--- src/rtl/bus_interface.sv ---
// Host bus front end: turns asynchronous 8-bit host cycles into one-clock 16-bit
// register write strobes, and returns the selected blitter read byte to the host.
module bus_interface #(
  parameter int SYNC_STAGES = 2
) (
  input  logic        clk,
  input  logic        reset_i,
  input  logic        bus_cs_n_i,
  input  logic        bus_rd_nwr_i,
  input  logic        bus_bytesel_i,
  input  logic [3:0]  bus_reg_num_i,
  input  logic [7:0]  bus_data_i,
  output logic [7:0]  bus_data_o,
  output logic        reg_write_strobe_o,
  output logic [3:0]  reg_num_o,
  output logic [15:0] reg_data_o,
  input  logic [15:0] reg_data_i
);

  typedef enum logic [1:0] {IDLE, ACTIVE, WAIT_RELEASE} state_t;

  localparam logic [1:0] SETTLE = 2'(SYNC_STAGES);

  state_t                 state_q, state_d;
  logic [SYNC_STAGES-1:0] cs_sync_q, cs_sync_d;
  logic [1:0]             settle_q, settle_d;
  logic [7:0]             hi_latch_q, hi_latch_d;
  logic                   rd_active_q, rd_active_d;
  logic                   rd_bs_q, rd_bs_d;
  logic                   wr_pend_q, wr_pend_d;
  logic                   strobe_q, strobe_d;
  logic [3:0]             reg_num_q, reg_num_d;
  logic [15:0]            reg_data_q, reg_data_d;
  logic [7:0]             bus_data_q, bus_data_d;
  logic                   cs_act;

  assign cs_act = ~cs_sync_q[SYNC_STAGES-1];

  // The strobe is the only handshake: reg_num_o/reg_data_o are valid in every cycle
  // reg_write_strobe_o is high; the blitter cannot stall, so there is no ready.
  assign reg_write_strobe_o = strobe_q;
  assign reg_num_o          = reg_num_q;
  assign reg_data_o         = reg_data_q;
  assign bus_data_o         = bus_data_q;

  always_comb begin
    state_d     = state_q;
    cs_sync_d   = {cs_sync_q[SYNC_STAGES-2:0], bus_cs_n_i};
    settle_d    = (settle_q == SETTLE) ? settle_q : settle_q + 2'd1;
    hi_latch_d  = hi_latch_q;
    rd_active_d = rd_active_q;
    rd_bs_d     = rd_bs_q;
    wr_pend_d   = 1'b0;
    strobe_d    = wr_pend_q;
    reg_num_d   = reg_num_q;
    reg_data_d  = reg_data_q;
    bus_data_d  = bus_data_q;

    if (rd_active_q) begin
      bus_data_d = rd_bs_q ? reg_data_i[7:0] : reg_data_i[15:8];
    end

    case (state_q)
      // The synchronizer resets to "inactive", so cs_act is only trusted once the
      // chain has been refilled with real pin samples; a held-low cs is then ignored.
      WAIT_RELEASE: begin
        if (settle_q == SETTLE && !cs_act) state_d = IDLE;
      end
      IDLE: begin
        if (cs_act) begin
          state_d = ACTIVE;
          if (bus_rd_nwr_i) begin
            rd_active_d = 1'b1;
            rd_bs_d     = bus_bytesel_i;
          end else if (!bus_bytesel_i) begin
            hi_latch_d = bus_data_i;
          end else begin
            wr_pend_d  = 1'b1;
            reg_num_d  = bus_reg_num_i;
            reg_data_d = {hi_latch_q, bus_data_i};
          end
        end
      end
      ACTIVE: begin
        if (!cs_act) begin
          state_d     = IDLE;
          rd_active_d = 1'b0;
        end
      end
      default: state_d = WAIT_RELEASE;
    endcase
  end

  always_ff @(posedge clk or posedge reset_i) begin
    if (reset_i) begin
      state_q     <= WAIT_RELEASE;
      cs_sync_q   <= '1;
      settle_q    <= 2'd0;
      hi_latch_q  <= 8'h00;
      rd_active_q <= 1'b0;
      rd_bs_q     <= 1'b0;
      wr_pend_q   <= 1'b0;
      strobe_q    <= 1'b0;
      reg_num_q   <= 4'h0;
      reg_data_q  <= 16'h0000;
      bus_data_q  <= 8'h00;
    end else begin
      state_q     <= state_d;
      cs_sync_q   <= cs_sync_d;
      settle_q    <= settle_d;
      hi_latch_q  <= hi_latch_d;
      rd_active_q <= rd_active_d;
      rd_bs_q     <= rd_bs_d;
      wr_pend_q   <= wr_pend_d;
      strobe_q    <= strobe_d;
      reg_num_q   <= reg_num_d;
      reg_data_q  <= reg_data_d;
      bus_data_q  <= bus_data_d;
    end
  end

endmodule

--- config.mk ---
export PLATFORM = sky130hd
export DESIGN_NAME = bus_interface
export DESIGN_NICKNAME = d
export VERILOG_FILES = /design/src/rtl/bus_interface.sv
export SDC_FILE = /design/constraint.sdc
export NUM_CORES = 1
export LEC_CHECK = 0
export ABC_AREA = 1
export CAP_MARGIN = 20
export CORE_MARGIN = 1.5
export CORE_UTILIZATION = 35
export DETAILED_ROUTE_END_ITERATION = 10
export PLACE_DENSITY = 0.63
export SLEW_MARGIN = 20
export SYNTH_ARGS = -nofsm -noshare
export SYNTH_HDL_FRONTEND = slang
export SYNTH_SLANG_ARGS = --single-unit
--- constraint.sdc ---
create_clock -name clk -period 1.55 [get_ports clk]
set_input_delay 0.2325 -clock clk [delete_from_list [all_inputs] [get_ports clk]]
set_output_delay 0.2325 -clock clk [all_outputs]
set_load 0.01 [all_outputs]
==> flow_summary.json, run 1 <==
{
  "fin_setup_tns_ns": 0,
  "grtUsageMet3_pct": 4.405,
  "io_buffers": 61,
  "setup_viol": 0,
  "regArea_mm2": 0.001155,
  "wl_um": 4529,
  "fin_crit_ns": 1.447,
  "grt_use_met1_pct": 25.42,
  "route.detailed.wl_per_inst_um": 13.32,
  "synth.distinct_cells": 22,
  "finish.utilization_pct": 52.31,
  "path_clk_slew_ns": 0.08,
  "cp-end-kind": "primary output",
  "fmax_mhz": 690.9,
  "met2_usage_pct": 21.95,
  "max_stage_delay_ns": 0.55,
  "ctsResizeCount": 0,
  "numCtsBuffers": 5,
  "clk_latency_ns": 0.30,
  "antenna_left": 0,
  "p_per_area_mw_per_mm2": 1235,
  "yosys.area.top_type_share_pct": 56.10,
  "worst_path_dominant_cell_family": "buffers and inverters",
  "cts_root_buffer": "clkbuf_8",
  "multi_input_area_um2": 660.6,
  "io_pins": 62,
  "fin_cells": 340,
  "synth.most_common_cell": "nand2_1",
  "slew_violations": 0,
  "clock_skew_ns": 0.009747,
  "finalHoldViolCount": 0,
  "crit_arrival_ns": 1.21,
  "min_path_type": "input pin to asynchronous set/reset pin",
  "fin_nets": 303,
  "syn_nets": 238,
  "finalWorstSetupSlack_ns": 0.1027,
  "grt_pass1_vias": 1539,
  "crit_chain": "clkdlybuf4s50_1",
  "diodes": 0,
  "grt_pass1_wl_um": 7686,
  "synth_area_leaders": "dfrtp_1 (56%), nand2_1 (16%), nand4_1 (6.5%)",
  "synth-seq-cells": 46,
  "post_cts_buffers": 0,
  "path_buf_inv": 1,
  "vias": 1624,
  "slew_headroom_pct": 65.34,
  "tightest_slew_ns": 0.5200,
  "top_usage_layer": "met1",
  "critPathLaunch": "reg_data_o[10]",
  "die_x_um": 77.03,
  "fp.dieH_um": 77.03,
  "hpwl_um": 2992,
  "clockBufferDepth": 2,
  "p_leak_nw": 1.288,
  "cp.required_ns": 1.32,
  "ys.warnings.count": 0,
  "grt-ovfl-total": 0,
  "synth_seq_area_share_pct": 60.21,
  "numPlacedInstances": 332,
  "crit_fanout": 2,
  "rsz0062_at_grt": "no",
  "finalCritPeriodShare_pct": 93.37,
  "hold_buffers": 0,
  "synth_top_cell_by_area": "dfrtp_1",
  "netlist_top_cells_count": "nand2_1 (80), dfrtp_1 (43), nand4_1 (20), a31oi_1 (9), nand3_1 (9)",
  "syn2layout_area_growth_pct": 41.94,
  "gp_congestion": 0.7143,
  "synth_area_mm2": 0.001918,
  "antenna_found_initial": 0,
  "die-area_mm2": 0.005934,
  "grt_max_degree": 47,
  "drt_first_pass_iters": 4,
  "fillers": 523,
  "synthFlopType": "dfrtp_1",
  "drive_gt1_share_pct": 10.74,
  "criticalPathCategory": "register to primary output",
  "outcome": "finished clean",
  "netlist_instances": 204,
  "clock_sinks": 46,
  "grt_usage_pct": 16.37,
  "synth_edf_count": 0,
  "cts_tree": "done",
  "syn_area_per_cell_um2": 9.402,
  "initial_core_util_pct": 36.85,
  "rows": 26,
  "h-tree-depth": 2,
  "cp_slowest_cell": "clkdlybuf4s50_1",
  "irDropWorstVdd_uv": 477.1,
  "core_area_mm2": 0.005205,
  "via_per_inst": 4.776,
  "r2r_start": "cs_sync_q[1]",
  "cp-start-kind": "register",
  "drt_iter0_drc": 93,
  "whs_ns": 0.2933,
  "drc": 0,
  "place_ws_ns": 0.06564,
  "async_flop_share_pct": 100.0,
  "cap_violations": 0
}
==> path summary, 6_finish.rpt <==
path	end	slack (ns)	cells after the start
hold reg to reg	reg_write_strobe_o	0.35	0
setup reg to reg	reg_data_o[14]	0.27	5
setup / recovery	reg_data_o[10]	0.10	1
max in group asynchronous	state_q[1]	1.00	3
hold / removal	reg_data_o[5]	0.29	3
min in group clk	cs_sync_q[0]	0.33	1
==> cell families (layout without fill, tap and decap cells) <==
family / count (synthesis) / count (layout) / share of synthesized area (%)
AND/OR/NAND/NOR: 124 / 124 / 29.35
flip-flops: 46 / 46 / 60.21
buffers and inverters: 19 / 85 / 5.348
AO/OA/AOI/OAI: 13 / 13 / 3.978
adder cells (fa/ha/maj): 1 / 1 / 0.6522
XOR/XNOR: 1 / 1 / 0.4567
==> sequential cells by signal, summed over array words and instances (netlist names), 2 cells and up <==
name	count
bus_data_o	8
cs_sync_q	2
hi_latch_q	8
reg_data_o	16
reg_num_o	4
settle_q	2
state_q	2
==> report_power, final <==
part           total, W  switching (W)  internal (W)
clock          0.000861       0.000378      0.000482
sequential      0.00160       0.000165       0.00144
combinational  0.000898       0.000392      0.000506
total           0.00336       0.000935       0.00243
==> worst min-delay path, stage by stage <==
cell and delay [ns]:
clkdlybuf4s50_1 0.42, inv_2 0.07, buf_12 0.24
==> cell usage in the layout, fill, tap and decap left out, types with 2 or more instances in the layout <==
cell type / instances
inv_2: 5
inv_1: 3
clkbuf_8: 5
a31oi_1: 9
nand2_1: 80
clkbuf_1: 2
nand3_1: 9
nor2_2: 2
nand4_1: 20
dfrtp_1: 43
dfstp_2: 3
nor2_1: 8
a21oi_1: 2
nor2_4: 2
buf_4: 7
clkdlybuf4s50_1: 61
==> per-layer routing <==
layer	wire (um)	vias up
li1	-	800
met1	2405	765
met2	1830	53
met3	234	6
met4	59	0
met5	0	-
==> final cells by class <==
| cell class | instances | area share, % |
|---|---|---|
| Inverter | 8 | 1.103 |
| Clock buffer | 7 | 2.803 |
| Tap cell | 70 | 3.217 |
| Clock inverter | 1 | 1.103 |
| Multi-Input combinational cell | 139 | 24.26 |
| Timing Repair Buffer | 69 | 25.09 |
| Sequential cell | 46 | 42.42 |
==> per-stage QoR <==
stage | power [W] | cell area [um^2]
floorplan | 0.001977 | 1918
global placement | 0.002510 | 2616
detailed placement | 0.002526 | 2616
CTS | 0.003406 | 2723
global route | 0.003578 | 2723
finish | 0.003361 | 2723
No activity file was read; power rests on OpenSTA's default activity.
==> run 2: changes to the inputs <==
Settings changed: CTS_BUF_LIST from default to sky130_fd_sc_hd__clkbuf_4 sky130_fd_sc_hd__clkbuf_8, HOLD_SLACK_MARGIN from default to 0.03.
==> run 2 against run 1 <==
  * Clock skew fell by 0.0050 ns
  * Clock power grew 3.1%
  * Combinational power about the same
  * Critical path depth stayed put
  * First-iteration DRC count increased by 1.1%
  * Total power is 0.81% higher
  * Critical path type unchanged
==> flow_summary.json, run 2 (same netlist as run 1, synthesis figures left out) <==
{
  "outcome": "finished clean",
  "initial_core_util_pct": 36.85,
  "antenna_left": 0,
  "p_per_area_mw_per_mm2": 1241,
  "fmax_mhz": 691.5,
  "hold_buffers": 0,
  "h-tree-depth": 2,
  "cap_violations": 0,
  "r2r_start": "cs_sync_q[1]",
  "clock_skew_ns": 0.004748,
  "ctsResizeCount": 0,
  "fin_setup_tns_ns": 0,
  "critPathCapture": "reg_data_o[1]",
  "worst-path-stages": 1,
  "clock_sinks": 46,
  "grt-ovfl-total": 0,
  "irDropWorstVdd_uv": 497.9,
  "vias": 1608,
  "critPathLaunch": "reg_data_o[1]",
  "reg2reg_depth": 5,
  "path_buf_inv": 1,
  "numCtsBuffers": 5,
  "hpwl_um": 2992,
  "whs_ns": 0.2936,
  "final_common_cell": "nand2_1",
  "antenna_found_initial": 0,
  "io_pins": 62,
  "grt_max_degree": 47,
  "worst_r2r_endpoint": "reg_data_o[14]",
  "cts_root_buffer": "clkbuf_8",
  "core_area_mm2": 0.005205,
  "clockBufferDepth": 2,
  "cts_tree": "done",
  "slew_headroom_pct": 65.99,
  "cp.required_ns": 1.32,
  "cp_slowest_cell": "clkdlybuf4s50_1",
  "slew_violations": 0,
  "finish.utilization_pct": 52.45,
  "die-area_mm2": 0.005934,
  "p_leak_nw": 1.295,
  "die_x_um": 77.03,
  "fp.dieH_um": 77.03,
  "gp_congestion": 0.7143,
  "worst_path_dominant_cell_family": "buffers and inverters",
  "rsz0062_at_grt": "no",
  "cp-start-kind": "register",
  "grt_usage_pct": 16.37,
  "largest_register_ffs": 16,
  "syn2layout_area_growth_pct": 42.34,
  "crit_chain": "clkdlybuf4s50_1",
  "drive_gt1_share_pct": 11.48,
  "rows": 26,
  "clk_latency_ns": 0.29,
  "drt_first_pass_iters": 4,
  "post_cts_buffers": 0,
  "via_per_inst": 4.729,
  "cp-end-kind": "primary output",
  "grt_pass1_wl_um": 7679,
  "rrSetupSlack_ns": 0.27,
  "route.detailed.wl_per_inst_um": 13.26,
  "finalCritPeriodShare_pct": 93.30,
  "criticalPathCategory": "register to primary output",
  "fin_nets": 303,
  "grt_pass1_vias": 1540,
  "setup_viol": 0,
  "diodes": 0,
  "max_stage_delay_ns": 0.55,
  "drt_iter0_drc": 94,
  "drc": 0,
  "finalHoldViolCount": 0,
  "wl_um": 4509,
  "crit_arrival_ns": 1.21,
  "crit_fanout": 2,
  "fin_crit_ns": 1.446,
  "min_path_type": "input pin to asynchronous set/reset pin",
  "io_buffers": 61,
  "path_clk_slew_ns": 0.08,
  "tightest_slew_ns": 0.5102,
  "final_cell_mix": "nand2_1 (80), clkdlybuf4s50_1 (61), dfrtp_1 (43)"
}
-- run 2: per-stage QoR --
stage | total power, W | worst slack, ns | instances | area, um^2
floorplan | 0.001977 | 0.2347 | 204 | 1918
global placement | 0.002510 | 0.09135 | 332 | 2616
detailed placement | 0.002526 | 0.06564 | 332 | 2616
CTS | 0.003441 | 0.08736 | 340 | 2730
global route | 0.003613 | 0.04812 | 340 | 2730
finish | 0.003388 | 0.1038 | 340 | 2730
-- run 2: metal layers --
metal	up-vias	part of all wire, %	GRT usage (%)
met5	-	0	0
met4	0	0.98	4.909
met3	5	5.4	4.405
met2	55	40	21.95
met1	748	53	25.42
li1	800	-	-
-- run 2: layout make-up --
type / count / area [um^2]
multi-input cells: 139 / 660.6
clock buffers: 7 / 83.83
clock inverters: 1 / 30.03
well taps: 70 / 87.58
inverters: 8 / 30.03
flip-flops and latches: 46 / 1155
fillers: 524 / 2475
repair buffers: 69 / 683.2
-- run 2: worst min-delay path by stage --
stage / depth (start not counted) / startpoint / to
3_5_place_dp: 0 / strobe_d / reg_write_strobe_o
6_report: 3 / reset_i / reg_data_o[12]
3_3_place_gp: 0 / strobe_d / reg_write_strobe_o
2_1_floorplan: 0 / bus_cs_n_i / cs_sync_q[0]
4_1_cts: 3 / reset_i / reg_data_o[15]
5_1_grt: 3 / reset_i / reg_num_o[1]
-- run 2: where the power goes --
| part | internal [W] | switching (W) | total [W] |
|---|---|---|---|
| clock | 0.000517 | 0.000371 | 0.000888 |
| combinational | 0.000506 | 0.000392 | 0.000898 |
| sequential | 0.00144 | 0.000165 | 0.00160 |
| total | 0.00246 | 0.000927 | 0.00339 |
